<file path="config.mk">
export PLATFORM = sky130hd
export DESIGN_NAME = stripe_painter
export DESIGN_NICKNAME = d
export VERILOG_FILES = /design/src/rtl/led_pkg.sv /design/src/rtl/hue_sector_decode.sv /design/src/rtl/stripe_painter.sv
export SDC_FILE = /design/constraint.sdc
export NUM_CORES = 1
export LEC_CHECK = 0
export ABC_CLOCK_PERIOD_IN_PS = 1150
export BUFFER_PORTS_ARGS = -buffer_cell sky130_fd_sc_hd__buf_2
export CORE_MARGIN = 2
export CORE_UTILIZATION = 50
export CTS_BUF_LIST = sky130_fd_sc_hd__clkbuf_2 sky130_fd_sc_hd__clkbuf_4 sky130_fd_sc_hd__clkbuf_8
export DETAILED_ROUTE_END_ITERATION = 8
export GPL_ROUTABILITY_DRIVEN = 1
export GPL_TIMING_DRIVEN = 0
export HOLD_SLACK_MARGIN = 0.03
export PLACE_DENSITY = 0.85
export SETUP_SLACK_MARGIN = 0.3
export SYNTH_ARGS = -nofsm -noshare
export SYNTH_HDL_FRONTEND = slang
export SYNTH_SLANG_ARGS = --single-unit
</file>
<file path="constraint.sdc">
create_clock -name clk -period 1.15 [get_ports clk]
set_input_delay 0.345 -clock clk [delete_from_list [all_inputs] [get_ports clk]]
set_output_delay 0.345 -clock clk [all_outputs]
set_load 0.05 [all_outputs]
</file>
<file path="src/rtl/led_pkg.sv">
// led_pkg: constants, types and small helpers shared by the LED panel pixel blocks.
package led_pkg;

    localparam int RAMP_DIAG = 0;
    localparam int RAMP_ROW  = 1;
    localparam int RAMP_COL  = 2;

    localparam logic [2:0] CH_R = 3'b001;
    localparam logic [2:0] CH_G = 3'b010;
    localparam logic [2:0] CH_B = 3'b100;

    localparam int INT_BITS = 5;

    typedef logic [INT_BITS-1:0] int_t;

    typedef struct packed {
        logic [2:0] solid;
        logic [2:0] grad;
        int_t       gdist;
    } sector_t;

    // The gradient channel wins over a solid channel; channels that are neither stay dark.
    function automatic int_t chan_dist(input logic is_solid, input logic is_grad, input int_t gdist);
        if (is_grad) begin
            return gdist;
        end else if (is_solid) begin
            return '1;
        end
        return '0;
    endfunction

endpackage

</file>
<file path="src/rtl/hue_sector_decode.sv">
// hue_sector_decode: maps the 8-bit hue to solid/gradient channel masks and the
// gradient distance for the current sector.
module hue_sector_decode
    import led_pkg::*;
(
    input  logic [7:0] i_hue,
    output sector_t    o_dec
);

    int_t w_frac;
    int_t w_frac_inv;

    assign w_frac     = i_hue[4:0];
    assign w_frac_inv = ~i_hue[4:0];

    always_comb begin
        o_dec = '0;
        case (i_hue[7:5])
            3'd0: begin o_dec.solid = 3'b000;      o_dec.grad = CH_R; o_dec.gdist = w_frac;     end
            3'd1: begin o_dec.solid = CH_R;        o_dec.grad = CH_G; o_dec.gdist = w_frac;     end
            3'd2: begin o_dec.solid = CH_G;        o_dec.grad = CH_R; o_dec.gdist = w_frac_inv; end
            3'd3: begin o_dec.solid = CH_G;        o_dec.grad = CH_B; o_dec.gdist = w_frac;     end
            3'd4: begin o_dec.solid = CH_G | CH_B; o_dec.grad = CH_R; o_dec.gdist = w_frac;     end
            3'd5: begin o_dec.solid = CH_R | CH_B; o_dec.grad = CH_G; o_dec.gdist = w_frac_inv; end
            3'd6: begin o_dec.solid = CH_B;        o_dec.grad = CH_R; o_dec.gdist = w_frac_inv; end
            default: begin o_dec.solid = 3'b000;   o_dec.grad = CH_B; o_dec.gdist = w_frac_inv; end
        endcase
    end

endmodule

</file>
<file path="src/rtl/stripe_painter.sv">
// stripe_painter: three-stage hue/stripe pixel colouriser between the panel scanner and PWM.
// The diagonal/row/column brightness ramp is built only when STRIPE_PAINTER_DIM_EN is defined.
module stripe_painter
    import led_pkg::*;
#(
    parameter int FRAME_BITS   = 16,
    parameter int COORD_BITS   = 6,
    parameter int COLOR_BITS   = 8,
    parameter int STRIPE_LOG2  = 2,
    parameter int STRIPE_WIDTH = 1,
    parameter int RAMP_MODE    = 0,
    parameter int HUE_SHIFT    = 2
) (
    input  logic                    clk,
    input  logic                    resetn,
    input  logic [FRAME_BITS-1:0]   frame,
    input  logic                    frame_start,
    input  logic                    in_valid,
    input  logic [COORD_BITS-1:0]   x,
    input  logic [COORD_BITS-1:0]   y,
    output logic                    out_valid,
    output logic [3*COLOR_BITS-1:0] rgb
);

    localparam logic [COORD_BITS-1:0] STRIPE_MASK = COORD_BITS'((1 << STRIPE_LOG2) - 1);
    localparam logic [COORD_BITS:0]   STRIPE_W    = (COORD_BITS+1)'(STRIPE_WIDTH);

    logic [7:0] r_hue_q;
    sector_t    w_dec;
    logic       w_lit;
    logic       w_unused;

    logic       r_s1_valid;
    sector_t    r_s1_dec;
    logic       r_s1_lit;

    logic [2:0][INT_BITS-1:0] w_sub;
    logic                     r_s2_valid;
    logic [2:0][INT_BITS-1:0] r_s2_int;
    logic                     r_s2_lit;

    logic [2:0][COLOR_BITS-1:0] w_exp;
    logic                       r_out_valid;
    logic [3*COLOR_BITS-1:0]    r_rgb;

    // Hue only changes on frame_start, so colour is stable for a whole frame.
    always_ff @(posedge clk or negedge resetn) begin
        if (!resetn) begin
            r_hue_q <= '0;
        end else if (frame_start) begin
            r_hue_q <= frame[HUE_SHIFT +: 8];
        end
    end

    hue_sector_decode u_hue_sector_decode (
        .i_hue (r_hue_q),
        .o_dec (w_dec)
    );

    assign w_lit = {1'b0, x & STRIPE_MASK} < STRIPE_W;

`ifdef STRIPE_PAINTER_DIM_EN
    localparam int CW = (COORD_BITS > 6) ? COORD_BITS : 6;

    logic [5:0]    r_off_q;
    logic [CW-1:0] w_xe;
    logic [CW-1:0] w_ye;
    logic [CW-1:0] w_sum;
    logic [5:0]    w_r;
    logic [5:0]    r_s1_r;
    int_t          w_dim;

    always_ff @(posedge clk or negedge resetn) begin
        if (!resetn) begin
            r_off_q <= '0;
        end else if (frame_start) begin
            r_off_q <= frame[5:0];
        end
    end

    assign w_xe = CW'(x);
    assign w_ye = CW'(y);

    always_comb begin
        case (RAMP_MODE)
            RAMP_ROW: w_sum = w_ye;
            RAMP_COL: w_sum = w_xe;
            default:  w_sum = w_xe + w_ye;
        endcase
    end

    assign w_r = w_sum[5:0] + r_off_q;

    always_ff @(posedge clk or negedge resetn) begin
        if (!resetn) begin
            r_s1_r <= '0;
        end else begin
            r_s1_r <= w_r;
        end
    end

    // Triangular ramp: rises over the first half of the 64-step period, falls over the second.
    assign w_dim    = r_s1_r[5] ? ~r_s1_r[4:0] : r_s1_r[4:0];
    assign w_unused = &{1'b0, frame, w_sum};
`else
    assign w_unused = &{1'b0, frame, y};
`endif

    always_ff @(posedge clk or negedge resetn) begin
        if (!resetn) begin
            r_s1_valid <= 1'b0;
            r_s1_dec   <= '0;
            r_s1_lit   <= 1'b0;
        end else begin
            r_s1_valid <= in_valid;
            r_s1_dec   <= w_dec;
            r_s1_lit   <= w_lit;
        end
    end

    always_comb begin
        w_sub = '0;
        for (int c = 0; c < 3; c++) begin
`ifdef STRIPE_PAINTER_DIM_EN
            if (chan_dist(r_s1_dec.solid[c], r_s1_dec.grad[c], r_s1_dec.gdist) < w_dim) begin
                w_sub[c] = '0;
            end else begin
                w_sub[c] = chan_dist(r_s1_dec.solid[c], r_s1_dec.grad[c], r_s1_dec.gdist) - w_dim;
            end
`else
            w_sub[c] = chan_dist(r_s1_dec.solid[c], r_s1_dec.grad[c], r_s1_dec.gdist);
`endif
        end
    end

    always_ff @(posedge clk or negedge resetn) begin
        if (!resetn) begin
            r_s2_valid <= 1'b0;
            r_s2_int   <= '0;
            r_s2_lit   <= 1'b0;
        end else begin
            r_s2_valid <= r_s1_valid;
            r_s2_int   <= w_sub;
            r_s2_lit   <= r_s1_lit;
        end
    end

    // Widen each 5-bit intensity by repeating it MSB-first until the channel is full.
    always_comb begin
        w_exp = '0;
        for (int c = 0; c < 3; c++) begin
            for (int k = 0; k < COLOR_BITS; k++) begin
                w_exp[c][COLOR_BITS-1-k] = r_s2_int[c][INT_BITS-1-(k % INT_BITS)];
            end
        end
    end

    always_ff @(posedge clk or negedge resetn) begin
        if (!resetn) begin
            r_out_valid <= 1'b0;
            r_rgb       <= '0;
        end else begin
            r_out_valid <= r_s2_valid;
            r_rgb       <= r_s2_lit ? w_exp : '0;
        end
    end

    assign out_valid = r_out_valid;
    assign rgb       = r_rgb;

endmodule
</file>
==> metrics.md, run 1 <==
| Metric | Value |
|---|---|
| Status | `complete, but fails checks` |
| Violated checks | `negative hold slack, negative setup slack` |
| Detail Placement HPWL | `roughly 1.7 mm` |
| Worst Setup Start Kind | `register` |
| Pin count of the biggest net entering global routing | `54` |
| Max Clock Freq | `698 MHz` |
| Most common cell on crit path | `buf_8` |
| RePlAce Congestion | `~0.9` |
| Post-synthesis sequential area ratio | `0.728` |
| Input/output buffers | `37` |
| Worst reg-to-reg path cell count | `2` |
| Crit end category | `output pin` |
| R2r endpoint | `r_s1_dec[3]$_DFF_PN0_` |
| First-pass DRT Iterations | `3` |
| CP Cell Sequence | `buf_8 > buf_8` |
| Area fraction of the dominant cell type after synthesis | `0.728` |
| Worst stage delay on the critical path | `460 ps` |
| # diodes | `0` |
| Power per Cell Area | `1530 nW/µm²` |
| Synth cell count leaders | `53 x dfrtp_1, 31 x nand2_1, 15 x and2_1` |
| Met1 capacity usage during global routing | `0.125` |
| Clk Latency, worst-skew pair | `between 300 and 400 ps` |
| Global-route met3 utilization | `0.0511` |
| Die area | `4140 µm²` |
| Synth area leader | `dfrtp_1` |
| Die Span X | `roughly 64 µm` |
| Clk_skew | `4.76 ps` |
| CP Capture Point | `rgb[21]` |
| Syn_area_per_cell | `13.6 µm²` |
| CP Data Arrival Time | `between 1000 and 1500 ps` |
| WHS | `-21.9 ps` |
| Via density | `between 4 and 5` |
| Syn Nets | `between 150 and 200` |
| Final core utilization | `0.734` |
| GRT overflow | `0` |
| TritonCTS clock tree | `built` |
| Cell at the slowest stage of the critical path | `dfrtp_2` |
| CP Class | `reg -> out` |
| Min Tclk post-route | `~1400 ps` |
| Relative slew slack | `0.598` |
| Final worst-path cycle share | `1.25` |
| Post-synthesis cell count | `134` |
| Max-cap viol count | `0` |
| Synth async-reset ratio | `1.00` |
| Hold crit path type | `in -> async` |
| Synth warn | `0` |
| Rows | `21` |
| Clk slew on worst S/H paths | `between 100 and 150 ps` |
| Netlist Area Pre-Place | `1820 µm²` |
| Vias in the first global route | `~1.0k` |
| EDFF count, synth | `0` |
| Crit path required time | `810 ps` |
| Post-synthesis cell type count | `15` |
| Core Area | `roughly 3400 µm²` |
| Chip Height | `approximately 64 µm` |
| R2R Path Start | `r_hue_q[5]$_DFFE_PN0P_` |
| Drt drc | `0` |
| GR peak layer | `met2` |
| Fin worst setup slack | `-283 ps` |
| Finish-stage setup viols | `25` |
| Root Buffer | `clkbuf_4` |
| Most frequent cell after synthesis | `dfrtp_1` |
| Htree depth | `2` |
| Reg2Reg Setup Slack | `between 100 and 150 ps` |
| Main synth FF type | `dfrtp_1` |
| Worst-Margin Slew | `about 600 ps` |
| Io pins | `between 50 and 60` |
| Initial drt markers | `6` |
| Routing usage on met2 | `0.280` |
| Final WL | `around 2.7 mm` |
| Peak VDD IR | `~850 µV` |
| Clk buf depth | `2` |
| Lkg Pwr | `roughly 1.2 nW` |
| Drt wl/cell | `11.6 µm` |
| Crit path from | `rgb[21]$_DFF_PN0_` |
| First-pass GRT wire length | `between 4 and 5 mm` |
| # nets final | `216` |
| Hold Fails Final Rpt | `53` |
| Top cells by area, synth | `dfrtp_1 73%, nand2_1 6.4%, and2_1 5.2%` |
| Flops & latches, synth | `53` |
| Total track usage | `0.144` |
| Slew Viols, Final | `0` |
| Area growth syn-to-layout | `37.6%` |
| Crit path max fanout | `2` |
| Post-place setup slack | `-195 ps` |
| Layout cells sized above 1 | `0.524` |
| Initial core utilization | `0.533` |
| Num CTS Buffers | `5` |
| Routed vias | `~1.1k` |
| Unrepaired setup endpoints after global routing | `true` |
| CTS Sinks | `53` |
| DRT antenna net count | `0` |
| Initial antenna violation count | `0` |
==> worst min path at each step <==
stage / end / startpoint / slack [ps] / depth (start not counted)
after floorplan: out_valid$_DFF_PN0_ / resetn / 50 / 0
after global placement: r_s2_lit$_DFF_PN0_ / r_s1_lit$_DFF_PN0_ / 330 / 0
after detailed placement: r_s2_lit$_DFF_PN0_ / r_s1_lit$_DFF_PN0_ / 330 / 0
after CTS: r_s2_valid$_DFF_PN0_ / resetn / -20 / 1
after global routing: rgb[20]$_DFF_PN0_ / resetn / -9 / 1
final: rgb[21]$_DFF_PN0_ / resetn / -20 / 1
==> logic make-up (layout without fill, tap and decap cells) <==
group           count (synthesis)  in the layout  synth area share
flops                          53             53             0.728
simple gates                   54             54             0.139
buf+inv                        12             63            0.0439
compound gates                  1              1           0.00274
mux                             9              9            0.0618
xor+xnor                        5              5            0.0240
==> repair_timing <==
action                                  CTS  global route
endpoints found under the setup margin   60            55
setup buffers                             2             4
gates resized for setup                  48            22
endpoints found under the hold margin    53            53
pin swaps                                 6             1
==> layout make-up <==
cell class | count | area, µm²
plain buffers | 11 | 160
clock buffers | 6 | 45.0
fillers | 220 | 908
flip-flops and latches | 53 | 1350
multi-input cells | 69 | 474
repair buffers | 43 | 402
inverters | 1 | 3.75
clock inverters | 2 | 15.0
well taps | 46 | 57.6
==> per-layer routing <==
layer / part of all wire / vias up / wire length (µm)
met5: 0 / - / 0
met4: 0.020 / 0 / 53
met3: 0.068 / 8 / 183
met2: 0.56 / 41 / 1500
met1: 0.35 / 501 / 931
li1: - / 506 / -
==> state kept, by name, indices dropped and copies added, names as in the netlist <==
name	count
r_s2_int	15
r_s1_valid	1
r_hue_q	8
r_s2_valid	1
r_s1_dec	10
out_valid	1
r_s2_lit	1
r_s1_lit	1
rgb	15
==> cells in the final DEF, fill, tap and decap left out, types with 2 or more instances in the layout <==
master	count
dfrtp_2	19
clkinvlp_4	2
buf_4	6
buf_2	13
xnor2_1	5
buf_6	21
mux2_4	8
nand2_1	31
and2_1	15
nand2b_4	2
dfrtp_1	34
buf_8	13
clkbuf_4	6
==> worst max-delay path, delay by kind of cell (launching register included) <==
| kind | cells | cell delay [ps] |
|---|---|---|
| flip-flops | 1 | 460 |
| buffers and inverters | 2 | 270 |
==> power by group <==
group | leakage (nW) | internal (mW) | switching [mW] | total [mW]
sequential | 0.635 | 2.11 | 0.147 | 2.25
combinational | 0.574 | 0.378 | 0.414 | 0.792
clock | 0.0279 | 0.263 | 0.521 | 0.784
==> per-stage QoR <==
stage	power (mW)	hold WS, ps	setup TNS, ps	area (µm²)	instances
2_1_floorplan	2.75	49.4	0	1950	134
3_3_place_gp	2.90	333	-5240	2190	217
3_5_place_dp	2.92	335	-7310	2190	217
4_1_cts	3.79	-16.3	-5300	2410	227
5_1_grt	4.04	-8.71	-6180	2510	231
6_report	3.83	-21.9	-4850	2510	231
Power figures use the tool's default switching activity.
==> inputs of run 2 (changes only) <==
--- a/config.mk
+++ b/config.mk
@@ -5,11 +5,12 @@
 export SDC_FILE = /design/constraint.sdc
 export NUM_CORES = 1
 export LEC_CHECK = 0
+export ABC_AREA = 1
 export ABC_CLOCK_PERIOD_IN_PS = 1150
 export BUFFER_PORTS_ARGS = -buffer_cell sky130_fd_sc_hd__buf_2
 export CORE_MARGIN = 2
 export CORE_UTILIZATION = 50
-export CTS_BUF_LIST = sky130_fd_sc_hd__clkbuf_2 sky130_fd_sc_hd__clkbuf_4 sky130_fd_sc_hd__clkbuf_8
+export CTS_BUF_LIST = sky130_fd_sc_hd__clkbuf_4
 export DETAILED_ROUTE_END_ITERATION = 8
 export GPL_ROUTABILITY_DRIVEN = 1
 export GPL_TIMING_DRIVEN = 0
==> run 2 against run 1 <==
Global-route usage decreased by 0.30 points; design area rose by 0.20%; critical endpoint is now rgb[7]; first-iteration DRC count rose by 50%; highest routed layer unchanged; critical path type unchanged; the flow still finishes with violations (negative hold slack, negative setup slack); register-to-register slack better by 120 ps.
==> metrics.md, run 2 <==
| Metric | Value |
|---|---|
| Status | `complete, but fails checks (unchanged)` |
| Violated checks | `negative hold slack, negative setup slack (unchanged)` |
| Min Tclk post-route | `1420 ps (was 1430 ps)` |
| Die Span X | `65.4 µm (was 64.4 µm)` |
| Drt drc | `0 (unchanged)` |
| XOR/XNOR Fraction of Synth Area | `0 (was 0.0240)` |
| Synth area leader | `dfrtp_1 (unchanged)` |
| Commonest non-fill, non-tap cell in the layout | `dfrtp_1 (unchanged)` |
| Slew Viols, Final | `0 (unchanged)` |
| Most frequent cells in the layout | `35 x dfrtp_1, 23 x nand2_1, 20 x o21ai_0 (was 34 x dfrtp_1, 31 x nand2_1, 21 x buf_6)` |
| Peak VDD IR | `992 µV (was 850 µV)` |
| Vias in the first global route | `1,109 (was 1,027)` |
| Hold crit path type | `in -> async (unchanged)` |
| Layout cells sized above 1 | `0.507 (was 0.524)` |
| Total chip power | `3.87 mW (was 3.83 mW)` |
| Io pins | `57 (unchanged)` |
| Adder-Cell Fraction of Synth Area | `0 (unchanged)` |
| Max-cap viol count | `0 (unchanged)` |
| Unrepaired setup endpoints after global routing | `true (unchanged)` |
| Reg2Reg Setup Slack | `240 ps (was 120 ps)` |
| Flops & latches, synth | `53 (unchanged)` |
| Total track usage | `0.141 (was 0.144)` |
| Flop pwr share | `0.558 (was 0.588)` |
| Chip Height | `65.4 µm (was 64.4 µm)` |
| Core Area | `3630 µm² (was 3420 µm²)` |
| Initial core utilization | `0.519 (was 0.533)` |
| Top cells by area, synth | `dfrtp_1 70%, nand2_1 5.8%, o21ai_0 5.3% (was dfrtp_1 73%, nand2_1 6.4%, and2_1 5.2%)` |
| Area growth syn-to-layout | `33.2% (was 37.6%)` |
| Post-synthesis compound-gate area fraction | `0.0637 (was 0.00275)` |
| Post-Synth Simple-Gate Area | `0.122 (was 0.139)` |
| Clk pwr share | `0.260 (was 0.205)` |
| Relative slew slack | `0.607 (was 0.598)` |
| Crit path max fanout | `2 (unchanged)` |
| Routed vias | `1,187 (was 1,056)` |
| Num CTS Buffers | `5 (unchanged)` |
| EDFF count, synth | `0 (unchanged)` |
| Worst Setup Start Kind | `register (unchanged)` |
| Die area | `4280 µm² (was 4140 µm²)` |
| Rows | `22 (was 21)` |
| # nets final | `250 (was 216)` |
| Netlist Area Pre-Place | `1890 µm² (was 1820 µm²)` |
| # diodes | `0 (unchanged)` |
| Detail Placement HPWL | `1.83 mm (was 1.66 mm)` |
| Switching Share | `0.271 (was 0.283)` |
| Syn_area_per_cell | `11.2 µm² (was 13.6 µm²)` |
| Most frequent cell after synthesis | `dfrtp_1 (unchanged)` |
| Via density | `4.45 (was 4.57)` |
| Synth async-reset ratio | `1.00 (unchanged)` |
| TritonCTS clock tree | `built (unchanged)` |
| CTS Sinks | `53 (unchanged)` |
| Post-synthesis cell type count | `12 (was 15)` |
| Synth warn | `0 (unchanged)` |
| Fin worst setup slack | `-270 ps (was -283 ps)` |
| GRT overflow | `0 (unchanged)` |
| Lkg Pwr | `1.34 nW (was 1.24 nW)` |
| Power per Cell Area | `1540 nW/µm² (was 1530 nW/µm²)` |
| Main synth FF type | `dfrtp_1 (unchanged)` |
| CP Class | `reg -> out (unchanged)` |
| Syn Nets | `201 (was 166)` |
| Post-synthesis cell count | `169 (was 134)` |
| Post-synthesis mux area share | `0 (was 0.0618)` |
| Initial drt markers | `9 (was 6)` |
| WHS | `-24.1 ps (was -21.9 ps)` |
| Worst-Margin Slew | `590 ps (was 603 ps)` |
| Logic pwr share | `0.182 (was 0.207)` |
| Synth cell count leaders | `53 x dfrtp_1, 29 x nand2_1, 21 x inv_1 (was 53 x dfrtp_1, 31 x nand2_1, 15 x and2_1)` |
| First-pass GRT wire length | `4.40 mm (was 4.36 mm)` |
| RePlAce Congestion | `0.840 (was 0.898)` |
| First-pass DRT Iterations | `4 (was 3)` |
| Finish-stage setup viols | `25 (unchanged)` |
| Crit path required time | `810 ps (about the same)` |
| Largest family of logic cells by synthesized area | `simple AND/OR/NAND/NOR gates (unchanged)` |
| Post-synthesis sequential area ratio | `0.703 (was 0.728)` |
| Clk buf depth | `2 (unchanged)` |
| Clk_skew | `4.49 ps (was 4.76 ps)` |
| Final WL | `2.81 mm (was 2.67 mm)` |
| Internal power | `2.82 mW (was 2.75 mW)` |
| Hold Fails Final Rpt | `53 (unchanged)` |
| Initial antenna violation count | `0 (unchanged)` |
| Final worst-path cycle share | `1.24 (was 1.25)` |
| Clk Latency, worst-skew pair | `360 ps (about the same)` |
| Input/output buffers | `38 (was 37)` |
| Htree depth | `2 (unchanged)` |
| Crit end category | `output pin (unchanged)` |
| Pin count of the biggest net entering global routing | `54 (unchanged)` |
| Max Clock Freq | `704 MHz (was 698 MHz)` |
| Clk slew on worst S/H paths | `130 ps (about the same)` |
| Switching pwr | `1.05 mW (was 1.08 mW)` |
| DRT antenna net count | `0 (unchanged)` |
| CP Data Arrival Time | `1080 ps (was 1090 ps)` |
| Root Buffer | `clkbuf_4 (unchanged)` |
| Area fraction of the dominant cell type after synthesis | `0.703 (was 0.728)` |
| Drt wl/cell | `10.5 µm (was 11.6 µm)` |
run 2: cell types whose count changed in the layout (fill, tap and decap cells not counted), moves of 9 or more:
cell	previous run	this run
inv_1	0	19
buf_6	21	12
and2_1	15	0
inv_2	1	13
o21ai_0	0	20
nand2_2	0	15
run 2: cell families (layout without fill, tap and decap cells):
kind of cell / Yosys count / in the layout
DFF: 53 / 53
and+or+nand+nor: 49 / 49
buffers and inverters: 43 / 93
AOI/OAI and AO/OA: 24 / 24
run 2: cell type report:
class,count,area [µm²]
Clock inverter,2,38.8
Fill cell,257,1120
Timing Repair Buffer,42,368
Inverter,32,120
Buffer,11,158
Sequential cell,53,1350
Tap cell,48,60.1
Multi-Input combinational cell,73,374
Clock buffer,6,45.0
run 2: path summary, 6_finish.rpt:
| check | start | endpoint | cells past startpoint |
|---|---|---|---|
| hold / removal | resetn | rgb[6]$_DFF_PN0_ | 1 |
| min in group clk | in_valid | r_s1_valid$_DFF_PN0_ | 1 |
| setup / recovery | rgb[7]$_DFF_PN0_ | rgb[7] | 2 |
| hold reg to reg | r_s1_valid$_DFF_PN0_ | r_s2_valid$_DFF_PN0_ | 0 |
| max in group asynchronous | resetn | r_hue_q[5]$_DFFE_PN0P_ | 1 |
| setup reg to reg | r_hue_q[6]$_DFFE_PN0P_ | r_s1_dec[1]$_DFF_PN0_ | 5 |
run 2: stage by stage:
stage / setup TNS (ps) / setup WS (ps) / cell area, µm² / std cells / utilization
floorplan: 0 / 108 / 1970 / 169 / -
CTS: -5500 / -278 / 2440 / 264 / 0.672
finish: -4900 / -270 / 2510 / 267 / 0.691
global placement: -6010 / -169 / 2220 / 255 / 0.612
global route: -6310 / -325 / 2510 / 267 / 0.691
detailed placement: -6600 / -181 / 2220 / 255 / 0.612
run 2: critical path, cell delays in order (launching register included):
cell and delay (ps):
dfrtp_2 450, buf_8 130, buf_8 140
run 2: timing repair:
action | CTS | global route
pin swaps | 3 | 3
buffers inserted | 1 | 3
setup endpoints to repair | 46 | 43
resized for setup | 43 | 20
cloned | 0 | 0
hold endpoints to repair | 53 | 53
run 2: power groups by stage:
| stage | registers [mW] | clock network, mW | logic (mW) |
|---|---|---|---|
| 2_1_floorplan | 2.29 | 0 | 0.329 |
| 3_3_place_gp | 2.18 | 0 | 0.584 |
| 3_5_place_dp | 2.18 | 0 | 0.604 |
| 4_1_cts | 2.15 | 1.03 | 0.669 |
| 6_report | 2.16 | 1.01 | 0.705 |
| 5_1_grt | 2.18 | 1.12 | 0.771 |
run 2: layer usage:
layer,GRT usage,wire length (µm),share of wire
met3,0.0514,176,0.063
met4,0.0859,87,0.031
met2,0.281,1630,0.58
met1,0.112,908,0.32
met5,0,0,0
